**src/rtl/fetch_pkg.sv**
```systemverilog
// Shared types and constants for the instruction fetch stage.
//   XLEN / ILEN   : address and instruction widths
//   INST_NOP      : canonical RV NOP (addi x0,x0,0)
//   PC_STEP       : sequential fetch increment
//   fetch_entry_t : {pc, inst} payload held in the fetch queue
//   align_pc      : forces a PC to word alignment
package fetch_pkg;

  localparam int unsigned XLEN = 64;
  localparam int unsigned ILEN = 32;

  localparam logic [ILEN-1:0] INST_NOP = 32'h0000_0013;
  localparam logic [XLEN-1:0] PC_STEP  = 64'd4;

  typedef struct packed {
    logic [XLEN-1:0] pc;
    logic [ILEN-1:0] inst;
  } fetch_entry_t;

  function automatic logic [XLEN-1:0] align_pc(input logic [XLEN-1:0] pc);
    return {pc[XLEN-1:2], 2'b00};
  endfunction

endpackage

```
**src/rtl/fetch_queue.sv**
```systemverilog
// Synchronous FIFO of fetch entries with flush.
// Ports:
//   clk, rst        : clock, synchronous active-high reset
//   push_i, entry_i : write one entry at the tail
//   pop_i           : remove the head entry (ignored when empty)
//   flush_i         : discard all entries (wins over push/pop)
//   head_o          : current head entry (register output)
//   empty_o         : queue holds no entries
//   count_o         : number of valid entries
module fetch_queue
  import fetch_pkg::*;
#(
  parameter int unsigned DEPTH = 2
) (
  input  logic                     clk,
  input  logic                     rst,
  input  logic                     push_i,
  input  fetch_entry_t             entry_i,
  input  logic                     pop_i,
  input  logic                     flush_i,
  output fetch_entry_t             head_o,
  output logic                     empty_o,
  output logic [$clog2(DEPTH):0]   count_o
);

  // Pointers carry one extra MSB so full and empty are distinguishable.
  localparam int unsigned AW = $clog2(DEPTH) + 1;

  fetch_entry_t   mem_q [DEPTH];
  logic [AW-1:0]  wr_q, wr_d;
  logic [AW-1:0]  rd_q, rd_d;
  logic           do_push, do_pop;

  assign empty_o = (wr_q == rd_q);
  assign count_o = wr_q - rd_q;
  assign head_o  = mem_q[rd_q[AW-2:0]];

  assign do_push = push_i && !flush_i;
  assign do_pop  = pop_i && !flush_i && !empty_o;

  // Pointer next-state
  always_comb begin
    wr_d = wr_q;
    rd_d = rd_q;
    if (flush_i) begin
      wr_d = '0;
      rd_d = '0;
    end else begin
      if (do_push) wr_d = wr_q + AW'(1);
      if (do_pop)  rd_d = rd_q + AW'(1);
    end
  end

  always_ff @(posedge clk) begin
    if (rst) begin
      wr_q  <= '0;
      rd_q  <= '0;
      mem_q <= '{default: '0};
    end else begin
      wr_q <= wr_d;
      rd_q <= rd_d;
      if (do_push) mem_q[wr_q[AW-2:0]] <= entry_i;
    end
  end

endmodule

```
**src/rtl/fetch_unit.sv**
```systemverilog
// Instruction fetch stage: owns the PC, issues in-order word requests to
// instruction memory, buffers responses and hands {pc, inst} to decode.
// A redirect flushes buffered and in-flight instructions and restarts fetch.
// Build option: FETCH_BYPASS_EN -- when the queue is empty and nothing is
// being dropped, a memory response is presented to decode in the same cycle.
// Ports:
//   clk, rst                          : clock, synchronous active-high reset
//   imem_req_valid/ready/addr         : fetch request channel
//   imem_resp_valid/data              : in-order response, always accepted
//   redirect_valid/pc                 : flush and restart at redirect_pc
//   inst_valid/ready, inst_pc, inst   : decode handshake
module fetch_unit
  import fetch_pkg::*;
#(
  parameter logic [XLEN-1:0] RESET_PC    = 64'h0000_0000_8000_0000,
  parameter int unsigned     QUEUE_DEPTH = 2
) (
  input  logic             clk,
  input  logic             rst,
  output logic             imem_req_valid,
  input  logic             imem_req_ready,
  output logic [XLEN-1:0]  imem_req_addr,
  input  logic             imem_resp_valid,
  input  logic [ILEN-1:0]  imem_resp_data,
  input  logic             redirect_valid,
  input  logic [XLEN-1:0]  redirect_pc,
  output logic             inst_valid,
  input  logic             inst_ready,
  output logic [XLEN-1:0]  inst_pc,
  output logic [ILEN-1:0]  inst
);

  localparam int unsigned CNT_W  = $clog2(QUEUE_DEPTH) + 1;
  localparam int unsigned SUM_W  = CNT_W + 1;
  // Stale responses can pile up over back-to-back redirects.
  localparam int unsigned DROP_W = 8;

  logic [XLEN-1:0]   fetch_pc_q, fetch_pc_d;
  logic [XLEN-1:0]   resp_pc_q, resp_pc_d;
  logic [CNT_W-1:0]  inflight_q, inflight_d;
  logic [DROP_W-1:0] drop_q, drop_d;

  logic              req_fire, resp_live, resp_keep, bypass;
  logic              q_push, q_pop, q_empty;
  logic [CNT_W-1:0]  q_count;
  fetch_entry_t      q_head, resp_entry;

  // Credit: never more live requests than queue slots (pop not credited).
  assign imem_req_valid = !rst && !redirect_valid &&
                          ((SUM_W'(inflight_q) + SUM_W'(q_count)) < SUM_W'(QUEUE_DEPTH));
  assign imem_req_addr  = fetch_pc_q;
  assign req_fire       = imem_req_valid && imem_req_ready;

  // A live response belongs to a non-dropped request; it is kept unless a
  // redirect discards it this cycle.
  assign resp_live  = imem_resp_valid && (drop_q == '0);
  assign resp_keep  = resp_live && !redirect_valid;
  // Responses return in order from a sequential stream, so the PC of the
  // next kept response is tracked by one register.
  assign resp_entry = '{pc: resp_pc_q, inst: imem_resp_data};

`ifdef FETCH_BYPASS_EN
  assign bypass     = resp_keep && q_empty;
  assign inst_valid = bypass ? 1'b1 : !q_empty;
  assign inst_pc    = bypass ? resp_entry.pc   : q_head.pc;
  assign inst       = bypass ? resp_entry.inst : q_head.inst;
`else
  assign bypass     = 1'b0;
  assign inst_valid = !q_empty;
  assign inst_pc    = q_head.pc;
  assign inst       = q_head.inst;
`endif

  assign q_push = resp_keep && !(bypass && inst_ready);
  assign q_pop  = !q_empty && inst_ready;

  fetch_queue #(.DEPTH(QUEUE_DEPTH)) u_queue (
    .clk     (clk),
    .rst     (rst),
    .push_i  (q_push),
    .entry_i (resp_entry),
    .pop_i   (q_pop),
    .flush_i (redirect_valid),
    .head_o  (q_head),
    .empty_o (q_empty),
    .count_o (q_count)
  );

  // PC, in-flight and drop bookkeeping
  always_comb begin
    fetch_pc_d = fetch_pc_q;
    resp_pc_d  = resp_pc_q;
    inflight_d = inflight_q;
    drop_d     = drop_q;
    if (redirect_valid) begin
      fetch_pc_d = align_pc(redirect_pc);
      resp_pc_d  = align_pc(redirect_pc);
      inflight_d = '0;
      // Everything still outstanding becomes stale, less any response
      // arriving (and discarded) right now.
      drop_d     = drop_q + DROP_W'(inflight_q) - DROP_W'(imem_resp_valid);
    end else begin
      if (req_fire)  fetch_pc_d = fetch_pc_q + PC_STEP;
      if (resp_keep) resp_pc_d  = resp_pc_q + PC_STEP;
      inflight_d = inflight_q + CNT_W'(req_fire) - CNT_W'(resp_live);
      if (imem_resp_valid && (drop_q != '0)) drop_d = drop_q - DROP_W'(1);
    end
  end

  always_ff @(posedge clk) begin
    if (rst) begin
      fetch_pc_q <= RESET_PC;
      resp_pc_q  <= RESET_PC;
      inflight_q <= '0;
      drop_q     <= '0;
    end else begin
      fetch_pc_q <= fetch_pc_d;
      resp_pc_q  <= resp_pc_d;
      inflight_q <= inflight_d;
      drop_q     <= drop_d;
    end
  end

endmodule

```
**config.mk**
```make
export PLATFORM = sky130hd
export DESIGN_NAME = fetch_unit
export DESIGN_NICKNAME = d
export VERILOG_FILES = /design/src/rtl/fetch_pkg.sv /design/src/rtl/fetch_queue.sv /design/src/rtl/fetch_unit.sv
export SDC_FILE = /design/constraint.sdc
export NUM_CORES = 1
export LEC_CHECK = 0
export BUFFER_PORTS_ARGS = -buffer_cell sky130_fd_sc_hd__buf_2
export CORE_MARGIN = 2
export CORE_UTILIZATION = 60
export CTS_CLUSTER_DIAMETER = 100
export DETAILED_ROUTE_END_ITERATION = 16
export PLACE_DENSITY = 0.86
export SYNTH_ARGS = -nofsm -noshare
export SYNTH_HDL_FRONTEND = slang
export SYNTH_SLANG_ARGS = --single-unit
```
**constraint.sdc**
```tcl
create_clock -name clk -period 6.6 [get_ports clk]
set_input_delay 1.32 -clock clk [delete_from_list [all_inputs] [get_ports clk]]
set_output_delay 1.32 -clock clk [all_outputs]
set_load 0.05 [all_outputs]
```
Word level (Yosys, flattened, before mapping). Index checks and enable logic that the tools add are counted.

Flip-flop bits (word level): 334. Bits of input ports: 102. Output and inout bits: 162. Logic and storage cells: 62.

Add/sub/neg operators: 11. Order comparisons: 4. Eq/ne operators: 1. Mux-type cells: 12. Bitwise operators: 2. Reduce and logical (&&, ||, !) cells: 20.

Operators by type and width (number): 2-to-1 mux 96 bit (4); 2-to-1 mux 64 bit (4); bitwise mux 192 bit (1); adder 64 x 3 -> 64 bit (second input constant) (2); demux 96 bit (select 1 bit) (1); 2-to-1 mux 8 bit (2); logical AND 1 bit (11); adder 8 x 2 -> 8 bit (1); logical NOT 8 bit (1); nonzero test 8 bit (1); subtractor 8 x 1 -> 8 bit (1); subtractor 8 x 1 -> 8 bit (second input constant) (1); nonzero test 2 bit (3); adder 2 x 1 -> 2 bit (second input constant) (2); greater-or-equal comparator 2 bit (second input constant) (2); inverter 1 -> 2 bit (2); adder 2 x 2 -> 3 bit (1); logical NOT 1 bit (3); < comparator 3 x 2 -> 1 bit (second input constant) (1); adder 2 x 1 -> 2 bit (1); equality test 2 bit (1); < comparator 2 x 1 -> 1 bit (second input constant) (1); OR reduction 2 bit (1); subtractor 2 x 1 -> 2 bit (1); subtractor 2 bit (1).

Depth between registers and ports, before layout. Gate-level depths: netlist (run 1).

Depth in word-level cells: 7. Gate-level depth with buffers: 15. Mapped depth without buffers: 14.

Modules after synthesis. A second synthesis (run 1) with hierarchy kept.

Cells, all modules: 1975. Area, all modules: 16090.4 um^2.

By module, submodules not included: fetch_unit (instances 1, cells each 1004, area an instance 8112.8 um^2); fetch_queue (instances 1, cells each 971, area an instance 7977.7 um^2).

Worst setup path before layout (run 1). No wires, ideal clock.

Path type: in2out. Start point: in redirect_valid. End point: out imem_req_valid. Data arrival time: 2.105 ns. Setup slack: 3.175 ns. Stages: 3. Cells stage by stage: clkbuf_1 -> nor2_1 -> and3_1.

Word-level cells in the longest chain between the ends: 3.

Ends and longest elaborated chain: start: declaration (RTL line fetch_unit.sv:25) `input logic redirect_valid,`; logical NOT 1 bit (RTL line fetch_unit.sv:49) `assign imem_req_valid = !rst && !redirect_valid &&`; logical AND 1 bit (2 in a row) (RTL line fetch_unit.sv:49); end: declaration (RTL line fetch_unit.sv:20) `output logic imem_req_valid,`.

No other way between the ends.

Final worst setup path (run 1).
Start point: reg u_queue.rd_q[0]. End point: out imem_req_valid.

Word-level cells in the longest chain between the ends: 4.

Ends and longest elaborated chain: start: declaration (RTL line fetch_queue.sv:31) `logic [AW-1:0] rd_q, rd_d;`; start signal: assignment (RTL line fetch_queue.sv:61) `rd_q <= rd_d;`; subtractor 2 bit (RTL line fetch_queue.sv:35) `assign count_o = wr_q - rd_q;`; adder 2 x 2 -> 3 bit (RTL line fetch_unit.sv:50) `((SUM_W'(inflight_q) + SUM_W'(q_count)) < SUM_W'(QUEUE_DEPTH));`; < comparator 3 x 2 -> 1 bit (RTL line fetch_unit.sv:50); logical AND 1 bit (RTL line fetch_unit.sv:49).

No other way between the ends.

==> impl_metrics.csv, run 1 <==
group,metric,value,unit
worst_hold_path,min_from,"u_queue.mem_q[56]",
sta,fin_crit,4.22,ns
synthesis,synth_top_area_share,0.400,
synthesis,ys_top_cells_by_area,"dfxtp_1, nand2_1, mux2_2",
power,totalPowerFinal,5.08,mW
critical_path,r2r-end,"inflight_q[1]",
synthesis,ys_ff_latch,326,
critical_path,rr_worst_depth,13,
sta,finalSetupViolCount,0,
grt,grtUsageMet1,0.435,
floorplan,initial_utilization,0.608,
grt,gr-usage-met3,0.0608,
synthesis,ys_types,67,
clock_tree,clockBufferDepth,3,
power,p_per_area,272,nW/um^2
cells_and_area,multiInputGateArea,9020,sq um
sta,tns,0,ns
synthesis,synth_edf_count,0,
clock_tree,htreeDepth,2,
grt,grt_max_degree,113,
synthesis,ys_warn_count,0,
critical_path,max_stage_delay,0.82,ns
synthesis,yosysMostFrequentCell,"nand2_1",
detailed_routing,dr.pass1.iters,6,
detailed_routing,antenna_left,0,
placement,placedCellCount,2463,
floorplan,rows,60,
grt,grt_pass1_vias,14600,
synthesis,ys_seq_area_frac,0.400,
synthesis,synthArstFlopShare,0,
detailed_routing,vias,15800,
synthesis,avgSynthCellArea,8.12,sq um
cells_and_area,n_fill_cell,2095,
cells_and_area,finalNetCount,2287,
synthesis,synth_top_area_cell,"dfxtp_1",
synthesis,syn_inst,2007,
critical_path,path_cells,"ha_1 > inv_1 > nand2_1 > fa_1 > and3_1 > buf_2",
clock_tree,cts.clk_slew.worst_paths,0.06,ns
sta,hold_viol_final,0,
critical_path,worst_ep_arrival_time,2.90,ns
cells_and_area,area_growth_syn_to_layout,14.5,%
grt,antenna_found_initial,1,
floorplan,pin_count,264,
sta,timing.fmax,237,MHz
clock_tree,ctsHoldBuffers,0,
grt,grt_pass1_wl,73700,microns
critical_path,crit_path_max_fanout,50,
floorplan,die_area,28500,sq um
clock_tree,cts_buffers,36,
detailed_routing,wl_per_cell,18.6,microns
grt,grt_use_met2,0.494,
detailed_routing,viasPerCell,6.25,
detailed_routing,drc_errors,0,
placement,gp_congestion,0.933,
critical_path,r2r-start,"u_queue.rd_q[0]",
worst_hold_path,min_to,"u_queue.mem_q[56]",
cells_and_area,seq_area,6530,sq um
placement,hpwl,30900,microns
outcome,status,"finished, final reports clean",
detailed_routing,drt_iter0_drc,1678,
sta,rsz0062_at_grt,"false",
grt,grt_usage,0.315,
clock_tree,cts_sinks,326,
worst_hold_path,hp-class,"reg -> reg",
critical_path,cp-start-kind,"register",
critical_path,path_class,"reg -> out",
detailed_routing,drt-total-wl,47000,microns
sta,fin_crit_sh,0.640,
worst_hold_path,hold_depth,2,
grt,grt.overflow.total,0,
cells_and_area,drive_gt1_frac,0.202,
floorplan,die_y,169,microns
clock_tree,cts-root-buf,"clkbuf_16",
critical_path,cp_slowest_cell,"dfxtp_4",
placement,io_buffers,257,
sta,slew_violations,0,
floorplan,core_area,26800,sq um
synthesis,yosys-top-cells-count,"nand2_1, dfxtp_1, a21oi_1, clkbuf_1, mux2_2",
clock_tree,postCtsSetupBuffers,0,
sta,tightest_slew,1.17,ns
cells_and_area,finalNonFillerCells,2525,
sta,finalClockSkew,0.0100,ns
synthesis,ys.flop_type,"dfxtp_1",
floorplan,die_w,169,microns
power,peakVddDrop,0.000172,V
run,cap_violations,0,
synthesis,syn_area,16300,sq um
clock_tree,insertion_delay,0.52,ns
clock_tree,ctsResizeCount,0,
sta,slew_headroom,0.214,
critical_path,worst-endpoint-required,5.28,ns
clock_tree,cts_tree,"built",
power,p_leak,7.00,nW
critical_path,regToRegSetupSlack,2.42,ns
grt,top_usage_layer,"met2",
critical_path,endpoint_kind,"output pin",
==> metrics by stage <==
stage                     setup slack (ns)  hold WS, ns   util  area, sq um
after floorplan                       3.18        0.433      -        16300
after global placement                2.52        0.438  0.654        17500
after detailed placement              2.50        0.443  0.654        17500
after CTS                             2.39        0.451  0.696        18700
after global routing                  2.28        0.465  0.696        18700
final                                 2.38        0.449  0.696        18700
==> routing by layer <==
metal / part of all wire / up-vias
li1: - / 7425
met5: 0 / -
met4: 0.030 / 0
met3: 0.10 / 113
met1: 0.43 / 7388
met2: 0.44 / 847
==> power by group <==
| group | internal [mW] | total (mW) | switching (mW) |
|---|---|---|---|
| logic | 0.324 | 0.934 | 0.611 |
| clock network | 1.15 | 1.96 | 0.808 |
| registers | 2.06 | 2.19 | 0.122 |
==> cells by family (layout without fill, tap and decap cells) <==
logic type | count (synthesis) | in the layout | share of synthesized area
simple gates | 847 | 847 | 0.255
compound gates | 442 | 442 | 0.171
flops | 326 | 326 | 0.400
buf+inv | 198 | 371 | 0.0483
mux | 96 | 96 | 0.0662
xor+xnor | 72 | 72 | 0.0387
fa+ha+maj | 25 | 25 | 0.0201
other cells | 1 | 5 | 0.000230
==> how the worst max path moves through the flow <==
stage	depth (start not counted)	to	startpoint	slack, ns
3_3_place_gp	13	inflight_q[1]	u_queue.rd_q[0]	2.52
3_5_place_dp	13	inflight_q[1]	u_queue.rd_q[0]	2.50
6_report	6	imem_req_valid	u_queue.rd_q[0]	2.38
5_1_grt	6	imem_req_valid	u_queue.rd_q[0]	2.28
2_1_floorplan	3	imem_req_valid	redirect_valid	3.18
4_1_cts	6	imem_req_valid	u_queue.rd_q[0]	2.39
==> critical path, delay by kind of cell, from the launching register on <==
family | cells | cell delay (ns)
fa+ha+maj | 2 | 0.91
simple gates | 2 | 0.29
buf+inv | 2 | 0.37
flops | 1 | 0.82
==> flip-flops by register name (all words and copies together) (netlist names) <==
register,cells
u_queue.wr_q,2
u_queue.mem_q,188
u_queue.rd_q,2
imem_req_addr,62
resp_pc_q,62
inflight_q,2
drop_q,8
==> layout by cell type (no fill, tap or decap), types with 5 or more instances in the layout <==
master / instances
clkbuf_8: 5
and3_1: 28
nor4_1: 38
a31oi_1: 10
a21oi_1: 203
a311oi_1: 9
o31ai_1: 11
xor2_1: 24
nor3_1: 48
nand4_1: 63
buf_4: 14
a211oi_1: 33
and4_1: 30
inv_1: 38
nor2_1: 60
clkbuf_16: 38
nand2_1: 435
and2_1: 15
buf_2: 255
or3_1: 12
mux2_2: 94
o311ai_0: 5
xnor2_1: 48
dfxtp_1: 325
nor3b_1: 8
clkbuf_1: 9
o21ai_0: 33
o311a_1: 6
o21a_1: 44
nand3_1: 57
nor4b_1: 10
a21boi_0: 46
or4_1: 10
o31a_1: 20
ha_1: 23
==> cell type report <==
class,count,area share
clock inverter,9,0.00496
antenna,1,0.000134
sequential,326,0.350
inverter,40,0.00818
tap,341,0.0229
timing repair buffer,270,0.0746
multi-input combinational,1486,0.483
clock buffer,52,0.0564
No activity file was read; power rests on OpenSTA's default activity.
==> run 2: changes to the inputs <==
--- a/config.mk
+++ b/config.mk
@@ -7,10 +7,10 @@
 export LEC_CHECK = 0
 export BUFFER_PORTS_ARGS = -buffer_cell sky130_fd_sc_hd__buf_2
 export CORE_MARGIN = 2
-export CORE_UTILIZATION = 60
+export CORE_UTILIZATION = 57
 export CTS_CLUSTER_DIAMETER = 100
 export DETAILED_ROUTE_END_ITERATION = 16
-export PLACE_DENSITY = 0.86
+export PLACE_DENSITY = 0.82
 export SYNTH_ARGS = -nofsm -noshare
 export SYNTH_HDL_FRONTEND = slang
 export SYNTH_SLANG_ARGS = --single-unit
==> constraint.sdc (replaced) <==
create_clock -name clk -period 4.17 [get_ports clk]
set_input_delay 0.834 -clock clk [delete_from_list [all_inputs] [get_ports clk]]
set_output_delay 0.834 -clock clk [all_outputs]
set_load 0.05 [all_outputs]
==> run 2 against run 1 <==
Largest cell class unchanged. Largest power group unchanged. Sequential cell count unchanged. Core utilization decreased by 2.3 points. Critical path depth decreased by 2. Final cell count increased by 1.7%. Critical path type unchanged. Via count increased by 0.39%. Critical endpoint is now inst_pc[46]. Die area increased by 5.1%. First-iteration DRC count decreased by 14%.
==> impl_metrics.csv, run 2 (same netlist as run 1, synthesis figures left out) <==
group,metric,value,unit
power,swShare,0.303,
power,p_per_area,424,nW/um^2
detailed_routing,drt-total-wl,48100,microns
clock_tree,cts_tree,"built",
grt,grt_max_degree,96,
power,intPower,5.56,mW
critical_path,path_cells,"buf_4 > buf_4 > mux2_2 > buf_2",
floorplan,die_area,30000,sq um
critical_path,path_class,"reg -> out",
power,p_switching,2.41,mW
sta,hold_viol_final,0,
sta,finalSetupViolCount,0,
detailed_routing,vias,15800,
cells_and_area,area_growth_syn_to_layout,15.4,%
sta,setup_slack,0.555,ns
cells_and_area,mostFrequentLayoutCells,"nand2_1, dfxtp_1, buf_2, a21oi_1, mux2_2",
critical_path,cp_slowest_cell,"buf_4",
sta,fin_crit,3.62,ns
cells_and_area,finalNetCount,2295,
sta,rsz0062_at_grt,"false",
critical_path,max_stage_delay,0.72,ns
sta,fin_crit_sh,0.867,
detailed_routing,drt_iter0_drc,1435,
power,p_leak,7.06,nW
clock_tree,cts_buffers,35,
detailed_routing,viasPerCell,6.16,
critical_path,critPathLaunch,"u_queue.rd_q[0]",
sta,slew_violations,0,
placement,io_buffers,257,
grt,grt_pass1_wl,75700,microns
sta,tightest_slew,1.02,ns
cells_and_area,regMostFlops,"u_queue.mem_q",
cells_and_area,largest_reg_flops,188,
floorplan,core_area,27900,sq um
floorplan,rows,61,
clock_tree,insertion_delay,0.51,ns
critical_path,cpMostUsedCell,"buf_4",
critical_path,cp-start-kind,"register",
clock_tree,htreeDepth,2,
floorplan,initial_utilization,0.584,
clock_tree,cts.clk_slew.worst_paths,0.06,ns
placement,hpwl,31800,microns
worst_hold_path,hp-class,"reg -> reg",
critical_path,r2r-start,"u_queue.wr_q[0]",
cells_and_area,fin_area,18800,sq um
sta,timing.fmax,277,MHz
detailed_routing,dr.pass1.iters,7,
power,totalPowerFinal,7.97,mW
run,cap_violations,0,
critical_path,worst_ep_arrival_time,2.78,ns
cells_and_area,drive_gt1_frac,0.206,
power,peakVddDrop,0.000247,V
floorplan,die_y,173,microns
sta,slew_headroom,0.317,
detailed_routing,antenna_left,0,
floorplan,pin_count,264,
placement,post-place-ws,0.845,ns
detailed_routing,wl_per_cell,18.7,microns
critical_path,crit_path_max_fanout,54,
critical_path,endpoint_kind,"output pin",
clock_tree,postCtsSetupBuffers,0,
grt,antenna_found_initial,1,
clock_tree,ctsResizeCount,0,
clock_tree,cts_sinks,326,
grt,grt_pass1_vias,14600,
power,clock_power_share,0.380,
placement,post_dp_cell_area,17700,sq um
grt,grt.overflow.total,0,
power,power_frac_seq,0.434,
grt,grt_usage,0.305,
sta,tns,0,ns
sta,hold_slack,0.450,ns
cells_and_area,final_common_cell,"nand2_1",
clock_tree,clockBufferDepth,3,
power,combPwrFrac,0.186,
clock_tree,ctsHoldBuffers,0,
floorplan,die_w,173,microns
outcome,status,"finished, final reports clean",
clock_tree,cts-root-buf,"clkbuf_16",
worst_hold_path,min_from,"u_queue.mem_q[163]",
sta,finalClockSkew,0.0116,ns
placement,gp_congestion,0.906,
critical_path,worst-endpoint-required,3.34,ns
detailed_routing,drc_errors,0,
[run 2: changes by cell type in the layout (fill, tap and decap cells not counted)]
cell / before / now
clkinvlp_4: 3 / 2
clkinv_8: 1 / 0
clkbuf_16: 38 / 37
buf_12: 0 / 5
inv_6: 1 / 0
bufinv_16: 1 / 0
buf_4: 14 / 18
clkbuf_1: 9 / 5
clkbuf_8: 5 / 9
clkinv_2: 3 / 6
[run 2: worst max-delay path, delay by kind of cell (launching register included)]
kind	cells	cell delay [ns]
DFF	1	0.35
buffers and inverters	3	1.45
muxes	1	0.44
[run 2: path summary, 6_finish.rpt]
path	to	slack, ns	cells after the start
worst max-delay path	inst_pc[46]	0.55	4
worst min-delay path	u_queue.mem_q[163]	0.45	2
worst min register to register	u_queue.mem_q[163]	0.45	2
worst max register to register	imem_req_addr[51]	0.77	10
[run 2: cell type report]
class                      instances  area, sq um
sequential                       326         6530
clock buffer                      51         1070
multi-input combinational       1486         9020
fill                            2316         9120
tap                              378          473
inverter                          40          153
antenna                            1         2.50
timing repair buffer             279         1520
clock inverter                     8         45.0
[run 2: routing by layer]
layer  track usage  up-vias  part of all wire  wire (microns)
li1              -     7426                 -               -
met1         0.420     7508              0.43           20600
met2         0.477      787              0.44           21200
met3        0.0662      114              0.10            4810
met4         0.100        0             0.030            1430
met5             0        -                 0               0
[run 2: power by group through the flow]
stage               Sequential (mW)  Clock, mW  Combinational, mW
floorplan                      3.58          0               1.01
global placement               3.50          0               1.42
detailed placement             3.52          0               1.45
CTS                            3.45       3.06               1.47
global route                   3.48       3.19               1.60
finish                         3.46       3.03               1.48
[run 2: through the flow]
step	instances	utilization
floorplan	2010	-
global placement	2509	0.633
detailed placement	2509	0.633
CTS	2568	0.673
global route	2569	0.673
finish	2569	0.673
